[src/rtl/bcd_sume_n.sv]
// bcd_sume_n: keypad-driven BCD calculator with debounced key events and a digit-serial adder.
// Optional feature macro SUME_SUB_EN enables the '-' key and signed-magnitude subtraction.
module bcd_sume_n #(
  parameter int DIGITS     = 3,
  parameter int DEB_CYCLES = 4
) (
  input  logic                clk,
  input  logic                rst,
  input  logic [3:0]          sample_input,
  output logic [4*DIGITS-1:0] cdu,
  output logic                ovf,
  output logic                neg,
  output logic                valid
);
  localparam int W  = 4 * DIGITS;
  localparam int CW = $clog2(DEB_CYCLES + 1);
  localparam int NW = $clog2(DIGITS + 1);
  localparam logic [CW-1:0] DEB_N = CW'(DEB_CYCLES);
  localparam logic [NW-1:0] DIG_N = NW'(DIGITS);

  localparam logic [3:0] KEY_ADD  = 4'hA;
  localparam logic [3:0] KEY_SUB  = 4'hB;
  localparam logic [3:0] KEY_EQ   = 4'hC;
  localparam logic [3:0] KEY_CLR  = 4'hD;
  localparam logic [3:0] KEY_NONE = 4'hF;

`ifdef SUME_SUB_EN
  localparam bit SUB_EN = 1'b1;
`else
  localparam bit SUB_EN = 1'b0;
`endif

  typedef enum logic [1:0] {ENTER_A, ENTER_B, CALC, SHOW} state_t;

  // One BCD digit of x+y+cin; returns {carry, digit}.
  function automatic logic [4:0] bcd_add_dig(input logic [3:0] x, input logic [3:0] y,
                                             input logic c);
    logic [4:0] s;
    s = {1'b0, x} + {1'b0, y} + {4'b0000, c};
    if (s > 5'd9) return {1'b1, 4'(s + 5'd6)};
    return {1'b0, s[3:0]};
  endfunction

  // One BCD digit of x-y-bin; returns {borrow, digit}.
  function automatic logic [4:0] bcd_sub_dig(input logic [3:0] x, input logic [3:0] y,
                                             input logic b);
    logic signed [5:0] d;
    d = $signed({2'b00, x}) - $signed({2'b00, y}) - $signed({5'b00000, b});
    if (d < 0) return {1'b1, 4'(d + 6'sd10)};
    return {1'b0, d[3:0]};
  endfunction

  logic [3:0]    samp_q, code_q;
  logic [CW-1:0] cnt_q, run_d;
  logic          armed_q;
  logic          key_ev, dig_ev, sub_ev, op_ev, eq_ev, clr_ev;

  // run_d counts consecutive cycles the registered code has held, this cycle included
  always_comb begin
    if (samp_q != code_q)    run_d = CW'(1);
    else if (cnt_q == DEB_N) run_d = DEB_N;
    else                     run_d = cnt_q + 1'b1;
    key_ev = armed_q && (samp_q != KEY_NONE) && (run_d == DEB_N);
    dig_ev = key_ev && (samp_q <= 4'd9);
    sub_ev = key_ev && SUB_EN && (samp_q == KEY_SUB);
    op_ev  = sub_ev || (key_ev && (samp_q == KEY_ADD));
    eq_ev  = key_ev && (samp_q == KEY_EQ);
    clr_ev = key_ev && (samp_q == KEY_CLR);
  end

  always_ff @(posedge clk) begin
    if (rst) begin
      samp_q  <= KEY_NONE;
      code_q  <= KEY_NONE;
      cnt_q   <= '0;
      armed_q <= 1'b1;
    end else begin
      samp_q <= sample_input;
      code_q <= samp_q;
      cnt_q  <= run_d;
      if (key_ev)                                   armed_q <= 1'b0;
      else if (samp_q == KEY_NONE && run_d == DEB_N) armed_q <= 1'b1;
    end
  end

  state_t        state_q;
  logic [W-1:0]  a_q, b_q, x_q, y_q, res_q, res_d, a_ins_d, b_ins_d;
  logic [NW-1:0] ndig_q, step_q;
  logic          op_sub_q, sw_q, carry_q, swap_d;
  logic [4:0]    dsum_d;
  logic [W-1:0]  cdu_q;
  logic          ovf_q, neg_q, valid_q;

  // Result digits enter at the top and shift down, so after DIGITS steps the LSD sits at bit 0
  always_comb begin
    swap_d  = op_sub_q && (a_q < b_q);
    dsum_d  = op_sub_q ? bcd_sub_dig(x_q[3:0], y_q[3:0], carry_q)
                       : bcd_add_dig(x_q[3:0], y_q[3:0], carry_q);
    res_d   = (res_q >> 4) | (W'(dsum_d[3:0]) << (W - 4));
    a_ins_d = (a_q << 4) | W'(samp_q);
    b_ins_d = (b_q << 4) | W'(samp_q);
  end

  always_ff @(posedge clk) begin
    if (state_q == ENTER_B && eq_ev) begin
      sw_q    <= swap_d;
      x_q     <= swap_d ? b_q : a_q;
      y_q     <= swap_d ? a_q : b_q;
      res_q   <= '0;
      carry_q <= 1'b0;
    end else if (state_q == CALC) begin
      x_q     <= x_q >> 4;
      y_q     <= y_q >> 4;
      res_q   <= res_d;
      carry_q <= dsum_d[4];
    end
  end

  always_ff @(posedge clk) begin
    if (rst || clr_ev) begin
      state_q  <= ENTER_A;
      a_q      <= '0;
      b_q      <= '0;
      op_sub_q <= 1'b0;
      ndig_q   <= '0;
      step_q   <= '0;
      cdu_q    <= '0;
      ovf_q    <= 1'b0;
      neg_q    <= 1'b0;
      valid_q  <= 1'b0;
    end else begin
      case (state_q)
        ENTER_A: begin
          if (dig_ev) begin
            if (ndig_q != DIG_N) begin
              a_q    <= a_ins_d;
              cdu_q  <= a_ins_d;
              ndig_q <= ndig_q + 1'b1;
            end
          end else if (op_ev) begin
            op_sub_q <= sub_ev;
            b_q      <= '0;
            ndig_q   <= '0;
            cdu_q    <= '0;
            state_q  <= ENTER_B;
          end
        end
        ENTER_B: begin
          if (dig_ev) begin
            if (ndig_q != DIG_N) begin
              b_q    <= b_ins_d;
              cdu_q  <= b_ins_d;
              ndig_q <= ndig_q + 1'b1;
            end
          end else if (op_ev) begin
            op_sub_q <= sub_ev;
          end else if (eq_ev) begin
            step_q  <= '0;
            state_q <= CALC;
          end
        end
        CALC: begin
          step_q <= step_q + 1'b1;
          if (step_q == DIG_N - 1'b1) begin
            state_q <= SHOW;
            cdu_q   <= res_d;
            ovf_q   <= !op_sub_q && dsum_d[4];
            neg_q   <= sw_q;
            valid_q <= 1'b1;
          end
        end
        SHOW: begin
          if (dig_ev) begin
            state_q <= ENTER_A;
            a_q     <= W'(samp_q);
            b_q     <= '0;
            ndig_q  <= NW'(1);
            cdu_q   <= W'(samp_q);
            ovf_q   <= 1'b0;
            neg_q   <= 1'b0;
            valid_q <= 1'b0;
          end else if (op_ev) begin
            // chaining: the shown magnitude becomes the next A operand
            state_q  <= ENTER_B;
            a_q      <= res_q;
            b_q      <= '0;
            ndig_q   <= '0;
            op_sub_q <= sub_ev;
            cdu_q    <= '0;
            ovf_q    <= 1'b0;
            neg_q    <= 1'b0;
            valid_q  <= 1'b0;
          end
        end
        default: state_q <= ENTER_A;
      endcase
    end
  end

  assign cdu   = cdu_q;
  assign ovf   = ovf_q;
  assign neg   = neg_q & SUB_EN;
  assign valid = valid_q;

endmodule

[config.mk]
export PLATFORM = sky130hd
export DESIGN_NAME = bcd_sume_n
export DESIGN_NICKNAME = d
export VERILOG_FILES = /design/src/rtl/bcd_sume_n.sv
export SDC_FILE = /design/constraint.sdc
export NUM_CORES = 1
export LEC_CHECK = 0
export BUFFER_PORTS_ARGS = -buffer_cell sky130_fd_sc_hd__buf_4
export CAP_MARGIN = 20
export CORE_UTILIZATION = 34
export DETAILED_ROUTE_END_ITERATION = 8
export HOLD_SLACK_MARGIN = 0.03
export SETUP_SLACK_MARGIN = 0.05
export SLEW_MARGIN = 20
export SYNTH_ARGS = -nofsm -noshare
export SYNTH_HDL_FRONTEND = slang
export SYNTH_SLANG_ARGS = --single-unit
[constraint.sdc]
create_clock -name clk -period 3.25 [get_ports clk]
set_input_delay 0.8125 -clock clk [delete_from_list [all_inputs] [get_ports clk]]
set_output_delay 0.8125 -clock clk [all_outputs]
set_load 0.02 [all_outputs]
==> flow_summary.json <==
{
  "grt_max_degree": 28,
  "holdWs_ns": 0.463,
  "synth_xor_area_share_pct": 1.02,
  "power-per-cell-area_mw_per_mm2": 515,
  "syn_area_mm2": 0.00429,
  "port_buffers": 19,
  "cp_max_fo": 5,
  "vdd_drop_max_v": 0.000298,
  "final_nets": 476,
  "postSynthNetCount": 460,
  "post_drt_via_cell_ratio": 5.33,
  "synthMuxAreaShare_pct": 1.66,
  "fmax_mhz": 336,
  "coreArea_mm2": 0.0122,
  "crit_path_start_kind": "flip-flop",
  "finalHoldViolCount": 0,
  "synth-compound-area-share_pct": 21.3,
  "ys_seq_elements": 93,
  "syn-instance-count": 444,
  "clkSinkCount": 93,
  "post-cts-setup-buffers": 0,
  "synthArstFlopShare_pct": 0,
  "ys.flop_type": "dfxtp_1",
  "synthAdderAreaFrac_pct": 3.74,
  "pin_count": 21,
  "cp_data_required_time_ns": 3.52,
  "leakage_uw": 0.00183,
  "period_minus_slack_ns": 2.97,
  "syn_area_per_cell_um2": 9.65,
  "synth_edf_count": 24,
  "antenna_cells": 0,
  "clockBufferDepth": 2,
  "synth_cell_type_count": 60,
  "utilization_pct": 40.8,
  "initial_core_util_pct": 35.2,
  "cts_htree_levels": 3,
  "worst_hold_path_type": "flip-flop to flip-flop",
  "worst_pin_slew_ns": 1.12,
  "cts_hold_buf": 0,
  "drtIter0Drc": 243,
  "finClkSkew_ns": 0.00735,
  "fp-row-count": 40,
  "relSlewSlack_pct": 24.9,
  "finalMaxSlewViolations": 0,
  "stdcell_area_mm2": 0.00496,
  "fp.dieH_um": 114,
  "dpl.hpwl_um": 6920,
  "antenna_left": 0,
  "worst-setup-path-type": "flip-flop to flip-flop",
  "drive_gt1_share_pct": 15.3,
  "ff_latch_area_mm2": 0.00210,
  "multi_input_area_mm2": 0.00201,
  "fin_setup_tns_ns": 0,
  "chipWidth_um": 114,
  "clockRootBuffer": "clkbuf_16",
  "cts_tree": "done",
  "cp.arrival_ns": 3.24,
  "grt_pass1_vias": 3289,
  "yosysWarnings": 0,
  "area_delta_synth_final_pct": 15.8,
  "status": "complete, no violations",
  "rsz0062_at_grt": "false",
  "clock_latency_ns": 0.34,
  "n_fill_cell": 1193,
  "wl_per_cell_um": 16.2,
  "maxCapViolCount": 0,
  "firstDrtPassIters": 5,
  "stdcell_count": 633,
  "die_area_mm2": 0.0131,
  "antenna_found_initial": 0,
  "drc": 0,
  "grt_pass1_wl_um": 17000,
  "clkTransAtPathRegs_ns": 0.07,
  "vias": 3374,
  "place_congestion": 0.870,
  "synth_top_family_by_area": "compound AO/OA/AOI/OAI gates",
  "place_area_mm2": 0.00461,
  "setup_viol": 0,
  "place_inst": 617,
  "seq_area_frac_synth_pct": 49.1,
  "grtUsageTotal_pct": 17.0,
  "fin_crit_sh_pct": 91.5,
  "synth-simple-area-share_pct": 18.9,
  "drt-total-wl_um": 10200,
  "overflow": 0,
  "cts_made_buffers": 9,
  "crit_path_end_kind": "flip-flop"
}
==> cell usage after synthesis, types with 8 or more instances <==
master	n	area, um2
inv_1	8	30.0
o2bb2ai_1	11	96.3
a211oi_1	9	67.6
dfxtp_1	69	1380
a22oi_1	24	180
o21ai_0	18	90.1
nor2_1	39	146
and2_1	14	87.6
a21oi_1	15	75.1
nand2_1	72	270
ha_1	8	100
clkbuf_1	16	60.1
edfxtp_1	24	721
a22o_1	8	70.1
buf_2	8	40.0
==> repair_timing <==
action	4_1_cts	5_1_grt
endpoints found under the hold margin	0	0
endpoints found under the setup margin	0	2
resized for setup	0	1
==> registers in the layout (all words and copies together), names as in the netlist, 3 cells and up <==
name	cells
a_q	12
code_q	4
samp_q	4
x_q	12
cdu	12
res_q	12
y_q	12
cnt_q	3
b_q	12
==> stage by stage <==
stage / total power [uW] / worst slack [ns]
floorplan: 1330 / 0.515
global placement: 1360 / 0.355
detailed placement: 1360 / 0.224
CTS: 2580 / 0.194
global route: 2640 / 0.0629
finish: 2560 / 0.276
==> cell families after synthesis <==
logic type | after synthesis
and+or+nand+nor | 165
AOI/OAI and AO/OA | 123
DFF | 93
buffers and inverters | 38
adders and majority gates | 12
muxes | 7
xor gates and xnor gates | 5
other | 1
==> worst paths after layout <==
path	start	end	depth (start not counted)	slack, ns
max	x_q[0]	cdu[10]	10	0.28
min	valid	valid	2	0.46
max reg2reg	x_q[0]	cdu[10]	10	0.28
min reg2reg	valid	valid	2	0.46
==> cell usage in the layout, fill, tap and decap left out, types with 9 or more instances in the layout <==
master,count
dfxtp_1,69
a22oi_1,24
nand2_1,72
o21ai_0,18
a21oi_1,15
edfxtp_1,24
a211oi_1,9
buf_4,34
clkbuf_16,9
and2_1,14
o2bb2ai_1,11
nor2_1,39
==> metal layers <==
layer	track usage, %	share of wire [%]	up-vias
met5	0	0	-
met4	5.97	1.6	0
met3	3.39	5.6	11
met2	26.4	45	89
met1	23.5	48	1625
li1	-	-	1649
==> critical path: stages (launching register included) <==
cell and delay (ns):
edfxtp_1 0.41, fa_1 0.46, fa_1 0.44, xnor2_2 0.31
ha_1 0.21, nand2_1 0.05, a22oi_1 0.29, nand3_1 0.13
and3_1 0.22, o31a_1 0.24, o2bb2ai_1 0.13
==> where the power goes <==
group	internal (uW)	total [uW]	switching, uW
combinational	46.3	122	75.2
clock	773	1220	444
sequential	1200	1220	18.8
total	2020	2560	538
==> layout make-up <==
cell class / count / share of cell area [%]
clock inverters: 6 / 2.19
flip-flops and latches: 93 / 42.4
multi-input cells: 313 / 40.6
well taps: 168 / 4.24
inverters: 9 / 0.681
clock buffers: 10 / 4.82
repair buffers: 34 / 5.15
Note: power is estimated with default switching activity, not from simulation.
